===== src/rtl/jk_excitation_seq.sv =====
// Drives J/K into an external JK flip-flop so that its Q follows a target pattern,
// then checks the returned Q two cycles later and keeps a saturating mismatch count.
module jk_excitation_seq #(
   parameter int DEPTH     = 8,
   parameter int IDX_W     = 3,
   parameter int CNT_W     = 4,
   parameter int DC_POLICY = 0
) (
   input  logic             clk,
   input  logic             reset,
   input  logic             start,
   input  logic [DEPTH-1:0] pattern,
   input  logic             q_fb,
   output logic             ff_reset,
   output logic             j,
   output logic             k,
   output logic             busy,
   output logic             mismatch,
   output logic [CNT_W-1:0] err_cnt,
   output logic [IDX_W-1:0] first_err_idx,
   output logic             done,
   output logic             pass
);

   typedef enum logic [2:0] {
      S_IDLE  = 3'd0,
      S_CLR   = 3'd1,
      S_RUN   = 3'd2,
      S_DRAIN = 3'd3,
      S_DONE  = 3'd4
   } state_t;

   state_t             state_q, state_d;
   logic [DEPTH-1:0]   pat_q, pat_d;
   logic [IDX_W-1:0]   idx_q, idx_d;
   logic               model_q, model_d;
   logic               drain_q, drain_d;
   logic               j_q, j_d, k_q, k_d;
   logic               ff_reset_q, ff_reset_d;
   logic               busy_q, busy_d;
   logic               mismatch_q, mismatch_d;
   logic               done_q, done_d;
   logic               pass_q, pass_d;
   logic [CNT_W-1:0]   err_cnt_q, err_cnt_d;
   logic [IDX_W-1:0]   first_err_idx_q, first_err_idx_d;
   logic               s1_vld_q, s1_vld_d, s1_exp_q, s1_exp_d;
   logic [IDX_W-1:0]   s1_idx_q, s1_idx_d;
   logic               s2_vld_q, s2_vld_d, s2_exp_q, s2_exp_d;
   logic [IDX_W-1:0]   s2_idx_q, s2_idx_d;
   logic               step_bit;
   logic [1:0]         step_jk;

   // Excitation table; returns {J, K} for the transition cur -> nxt.
   function automatic logic [1:0] exc(input logic cur, input logic nxt);
      logic [1:0] jk;
      if (DC_POLICY == 0) jk = {~cur & nxt, cur & ~nxt};
      else                jk = {cur ^ nxt, cur ^ nxt};
      return jk;
   endfunction

   always_comb begin
      state_d         = state_q;
      pat_d           = pat_q;
      idx_d           = idx_q;
      model_d         = model_q;
      drain_d         = drain_q;
      j_d             = 1'b0;
      k_d             = 1'b0;
      ff_reset_d      = ff_reset_q;
      busy_d          = busy_q;
      mismatch_d      = 1'b0;
      done_d          = 1'b0;
      pass_d          = 1'b0;
      err_cnt_d       = err_cnt_q;
      first_err_idx_d = first_err_idx_q;
      s1_vld_d        = 1'b0;
      s1_exp_d        = s1_exp_q;
      s1_idx_d        = s1_idx_q;
      s2_vld_d        = s1_vld_q;
      s2_exp_d        = s1_exp_q;
      s2_idx_d        = s1_idx_q;
      step_bit        = pat_q[idx_q];
      step_jk         = exc(model_q, step_bit);

      // Stage 2 holds the step whose flip-flop update is visible on q_fb this cycle.
      if (s2_vld_q && (q_fb != s2_exp_q)) begin
         mismatch_d = 1'b1;
         if (err_cnt_q == '0) first_err_idx_d = s2_idx_q;
         if (err_cnt_q != '1) err_cnt_d = err_cnt_q + 1'b1;
      end

      case (state_q)
         S_IDLE: begin
            if (start) begin
               pat_d           = pattern;
               err_cnt_d       = '0;
               first_err_idx_d = '0;
               idx_d           = '0;
               model_d         = 1'b0;
               ff_reset_d      = 1'b1;
               busy_d          = 1'b1;
               state_d         = S_CLR;
            end
         end
         // The CLR exit edge already launches step 0, so RUN covers steps 1..DEPTH-1.
         S_CLR, S_RUN: begin
            ff_reset_d = 1'b0;
            j_d        = step_jk[1];
            k_d        = step_jk[0];
            model_d    = step_bit;
            s1_vld_d   = 1'b1;
            s1_exp_d   = step_bit;
            s1_idx_d   = idx_q;
            idx_d      = idx_q + 1'b1;
            if (idx_q == IDX_W'(DEPTH - 1)) begin
               drain_d = 1'b0;
               state_d = S_DRAIN;
            end else begin
               state_d = S_RUN;
            end
         end
         S_DRAIN: begin
            drain_d = 1'b1;
            if (drain_q) begin
               busy_d  = 1'b0;
               done_d  = 1'b1;
               pass_d  = (err_cnt_d == '0);
               state_d = S_DONE;
            end
         end
         S_DONE: begin
            state_d = S_IDLE;
         end
         default: begin
            state_d = S_IDLE;
         end
      endcase
   end

   always_ff @(posedge clk) begin
      if (reset) begin
         state_q         <= S_IDLE;
         pat_q           <= '0;
         idx_q           <= '0;
         model_q         <= 1'b0;
         drain_q         <= 1'b0;
         j_q             <= 1'b0;
         k_q             <= 1'b0;
         ff_reset_q      <= 1'b0;
         busy_q          <= 1'b0;
         mismatch_q      <= 1'b0;
         done_q          <= 1'b0;
         pass_q          <= 1'b0;
         err_cnt_q       <= '0;
         first_err_idx_q <= '0;
         s1_vld_q        <= 1'b0;
         s1_exp_q        <= 1'b0;
         s1_idx_q        <= '0;
         s2_vld_q        <= 1'b0;
         s2_exp_q        <= 1'b0;
         s2_idx_q        <= '0;
      end else begin
         state_q         <= state_d;
         pat_q           <= pat_d;
         idx_q           <= idx_d;
         model_q         <= model_d;
         drain_q         <= drain_d;
         j_q             <= j_d;
         k_q             <= k_d;
         ff_reset_q      <= ff_reset_d;
         busy_q          <= busy_d;
         mismatch_q      <= mismatch_d;
         done_q          <= done_d;
         pass_q          <= pass_d;
         err_cnt_q       <= err_cnt_d;
         first_err_idx_q <= first_err_idx_d;
         s1_vld_q        <= s1_vld_d;
         s1_exp_q        <= s1_exp_d;
         s1_idx_q        <= s1_idx_d;
         s2_vld_q        <= s2_vld_d;
         s2_exp_q        <= s2_exp_d;
         s2_idx_q        <= s2_idx_d;
      end
   end

   assign ff_reset      = ff_reset_q;
   assign j             = j_q;
   assign k             = k_q;
   assign busy          = busy_q;
   assign mismatch      = mismatch_q;
   assign err_cnt       = err_cnt_q;
   assign first_err_idx = first_err_idx_q;
   assign done          = done_q;
   assign pass          = pass_q;

endmodule


===== config.mk =====
export PLATFORM = sky130hd
export DESIGN_NAME = jk_excitation_seq
export DESIGN_NICKNAME = d
export VERILOG_FILES = /design/src/rtl/jk_excitation_seq.sv
export SDC_FILE = /design/constraint.sdc
export NUM_CORES = 1
export LEC_CHECK = 0
export CORE_ASPECT_RATIO = 0.6
export CORE_MARGIN = 1.5
export CORE_UTILIZATION = 40
export CTS_CLUSTER_SIZE = 20
export DETAILED_ROUTE_END_ITERATION = 6
export PLACE_DENSITY_LB_ADDON = 0.25
export SYNTH_ARGS = -nofsm -noshare
export SYNTH_HDL_FRONTEND = slang
export SYNTH_SLANG_ARGS = --single-unit
export TNS_END_PERCENT = 10

===== constraint.sdc =====
create_clock -name clk -period 2.7 [get_ports clk]
set_clock_uncertainty 0.05 [all_clocks]
set_input_delay 0.27 -clock clk [delete_from_list [all_inputs] [get_ports clk]]
set_output_delay 0.27 -clock clk [all_outputs]
set_load 0.01 [all_outputs]

==> results.toml <==
[pwr]
p_per_area_nw_per_um2 = 611
p_leak_nw = 0.764
ir_worst_vdd_uv = 280

[cts]
cts_tree = "yes"
numCtsBuffers = 5
ctsHtreeMaxLevel = 2
postCtsSetupBuffers = 0
postCtsHoldBufs = 0
cts_buffer_depth = 2
cts.clk_slew.worst_paths_ps = 80
clk-insertion-delay-late_ps = 300
clockRootBuffer = "clkbuf_8"
post_cts_resize_count = 0
cts_sinks = 40

[die]
die_area_um2 = 4380
die_h_um = 51.9
initial_core_util_pct = 42.5
io_pins = 26
row_count = 17
core_area_um2 = 3740
die_x_um = 84.5

[cells_and_area]
multi_input_comb_area_um2 = 741
num_antenna_cells = 0
final_util_pct = 52.6
fillerInstances = 357
regArea_um2 = 801
layout_commonest_cell = "dfxtp_1"
fin_area_um2 = 1970
final_cell_mix = "dfxtp_1 (40), clkdlybuf4s50_1 (25), nand2_1 (21), nor2_1 (20), mux2i_1 (13)"
drive_above_1_share_pct = 6.53
synthToLayoutAreaGrowth_pct = 23.7
nets = 214

[logic_synthesis]
synth-async-reset-ratio_pct = 0
ys.flop_type = "dfxtp_1"
synth_cell_type_count = 35
synth.avg_cell_area_um2 = 9.21
syn_area_um2 = 1590
yosysTopAreaCellShare_pct = 50.3
yosys_register_bits = 40
syn-instance-count = 173
yosys-top-cells-area = "dfxtp_1 (50%), mux2i_1 (8.2%), nand2_1 (4.9%), nor2_1 (4.7%), a21oi_1 (3.1%)"
yosysTopAreaCell = "dfxtp_1"
synth-edff-count = 0
synth_fp_nets = 189
ys_warn_count = 0
synth.yosys.seq_area_share_pct = 50.3

[placement]
post_dp_cell_area_um2 = 1880
gp_congestion = 0.919
place_hpwl_mm = 2.32
portBuffers = 25

[timing]
final-setup-viol-count = 0
rsz0062_at_grt = "false"
finalHoldViolCount = 0
max_freq_ghz = 0.558
post-route-min-period_ps = 1790
whs_ps = 393
drv_slew = 0
slew_headroom_pct = 67.8
finalSetupTns_ps = 0
tightest_slew_ps = 482
post-route-period-util_pct = 66.4

[min_path]
hold_depth = 1
min-delay-path-class = "reg -> reg"
hp-start = "s1_vld_q"
min_to = "s2_vld_q"

[route]
drtIter0Drc = 59
num_vias = 1270
drc_errors = 0
viasPerCell = 5.16
ant_nets = 0
wl_per_cell_um = 12.7
routed_wl_mm = 3.13
firstDrtPassIters = 5

[worst_setup_path]
arrival_ps = 1930
crit_family = "flip-flops"
reg2reg_depth = 5
r2r-start = "idx_q[0]"
crit_fanout = 7
critical_path.most_common_cell = "ha_1"
slowest_stage = "dfxtp_1"
worstSetupEndpointType = "flip-flop"
r2r-end = "drain_q"
path_cells = "ha_1, ha_1, or3b_2, a21oi_1, nor2_1"
r2r_slack_ps = 910
crit_type = "reg -> reg"
worstSetupPathDepth = 5
slowest_delay_ps = 550
startpoint_type = "flip-flop"
worst-path-buf-inv = 0
required_ps = 2840
cp-startpoint = "idx_q[0]"

[global_routing]
grt.total_usage_pct = 15.8
antenna_found_initial = 0
grt_pass1_vias = 1175
grt_max_degree = 18
grt_overflow = 0
grt_pass1_wl_mm = 5.22

[run]
max_cap_violations = 0

[outcome]
status = "finished, final reports clean"
[how the worst max path moves through the flow]
stage | slack, ps | endpoint
6_report | 910 | drain_q
5_1_grt | 830 | drain_q
4_1_cts | 910 | drain_q
3_5_place_dp | 730 | pass
3_3_place_gp | 820 | pass
2_1_floorplan | 1210 | drain_q
[cell type report]
class | count | share of cell area, %
timing repair buffer | 26 | 13.1
multi-input combinational | 120 | 37.6
clock buffer | 7 | 4.38
tap | 47 | 2.98
sequential | 40 | 40.6
clock inverter | 1 | 0.381
inverter | 5 | 0.952
[sequential cells by signal, indices dropped and copies added, names as in the netlist, 3 cells and up]
| register | count |
|---|---|
| pat_q | 8 |
| state_q | 3 |
| s2_idx_q | 3 |
| s1_idx_q | 3 |
| err_cnt | 4 |
| first_err_idx | 3 |
| idx_q | 3 |
[through the flow]
| stage | instances | total power, mW | worst slack [ps] |
|---|---|---|---|
| finish | 246 | 1.20 | 909 |
| global placement | 238 | 0.796 | 825 |
| detailed placement | 238 | 0.803 | 727 |
| CTS | 246 | 1.21 | 911 |
| global route | 246 | 1.26 | 828 |
| floorplan | 173 | 0.753 | 1210 |
[power breakdown]
part	internal [mW]	switching [mW]
Clock	0.208	0.207
Sequential	0.620	0.0298
Combinational	0.0682	0.0720
[kinds of logic (layout without fill, tap and decap cells)]
group	after synthesis	in the layout	synth area share, %
adders and majority gates	4	4	3.14
buffers and inverters	13	39	3.22
xor gates and xnor gates	3	3	2.12
and+or+nand+nor	74	74	22.3
muxes	15	15	9.58
DFF	40	40	50.3
AOI/OAI and AO/OA	24	24	9.35
[synthesized netlist by cell type, types with 3 or more instances]
library cell and count:
dfxtp_1 40, nand2_1 21, nor2_1 20, mux2i_1 13
a21oi_1 10, nor2b_1 7, nor3_1 7, inv_1 5
nand3_1 5, clkbuf_1 4, ha_1 4, a211oi_1 3
o21ai_0 3
[routing by layer]
| metal | up-vias | share of wire, % | global-route usage (%) |
|---|---|---|---|
| met5 | - | 0 | 0 |
| met4 | 0 | 0.86 | 4.03 |
| met3 | 3 | 5.4 | 7.46 |
| met2 | 29 | 43 | 23.6 |
| met1 | 596 | 51 | 20.8 |
| li1 | 642 | - | - |
(Power assumes the default switching activity.)
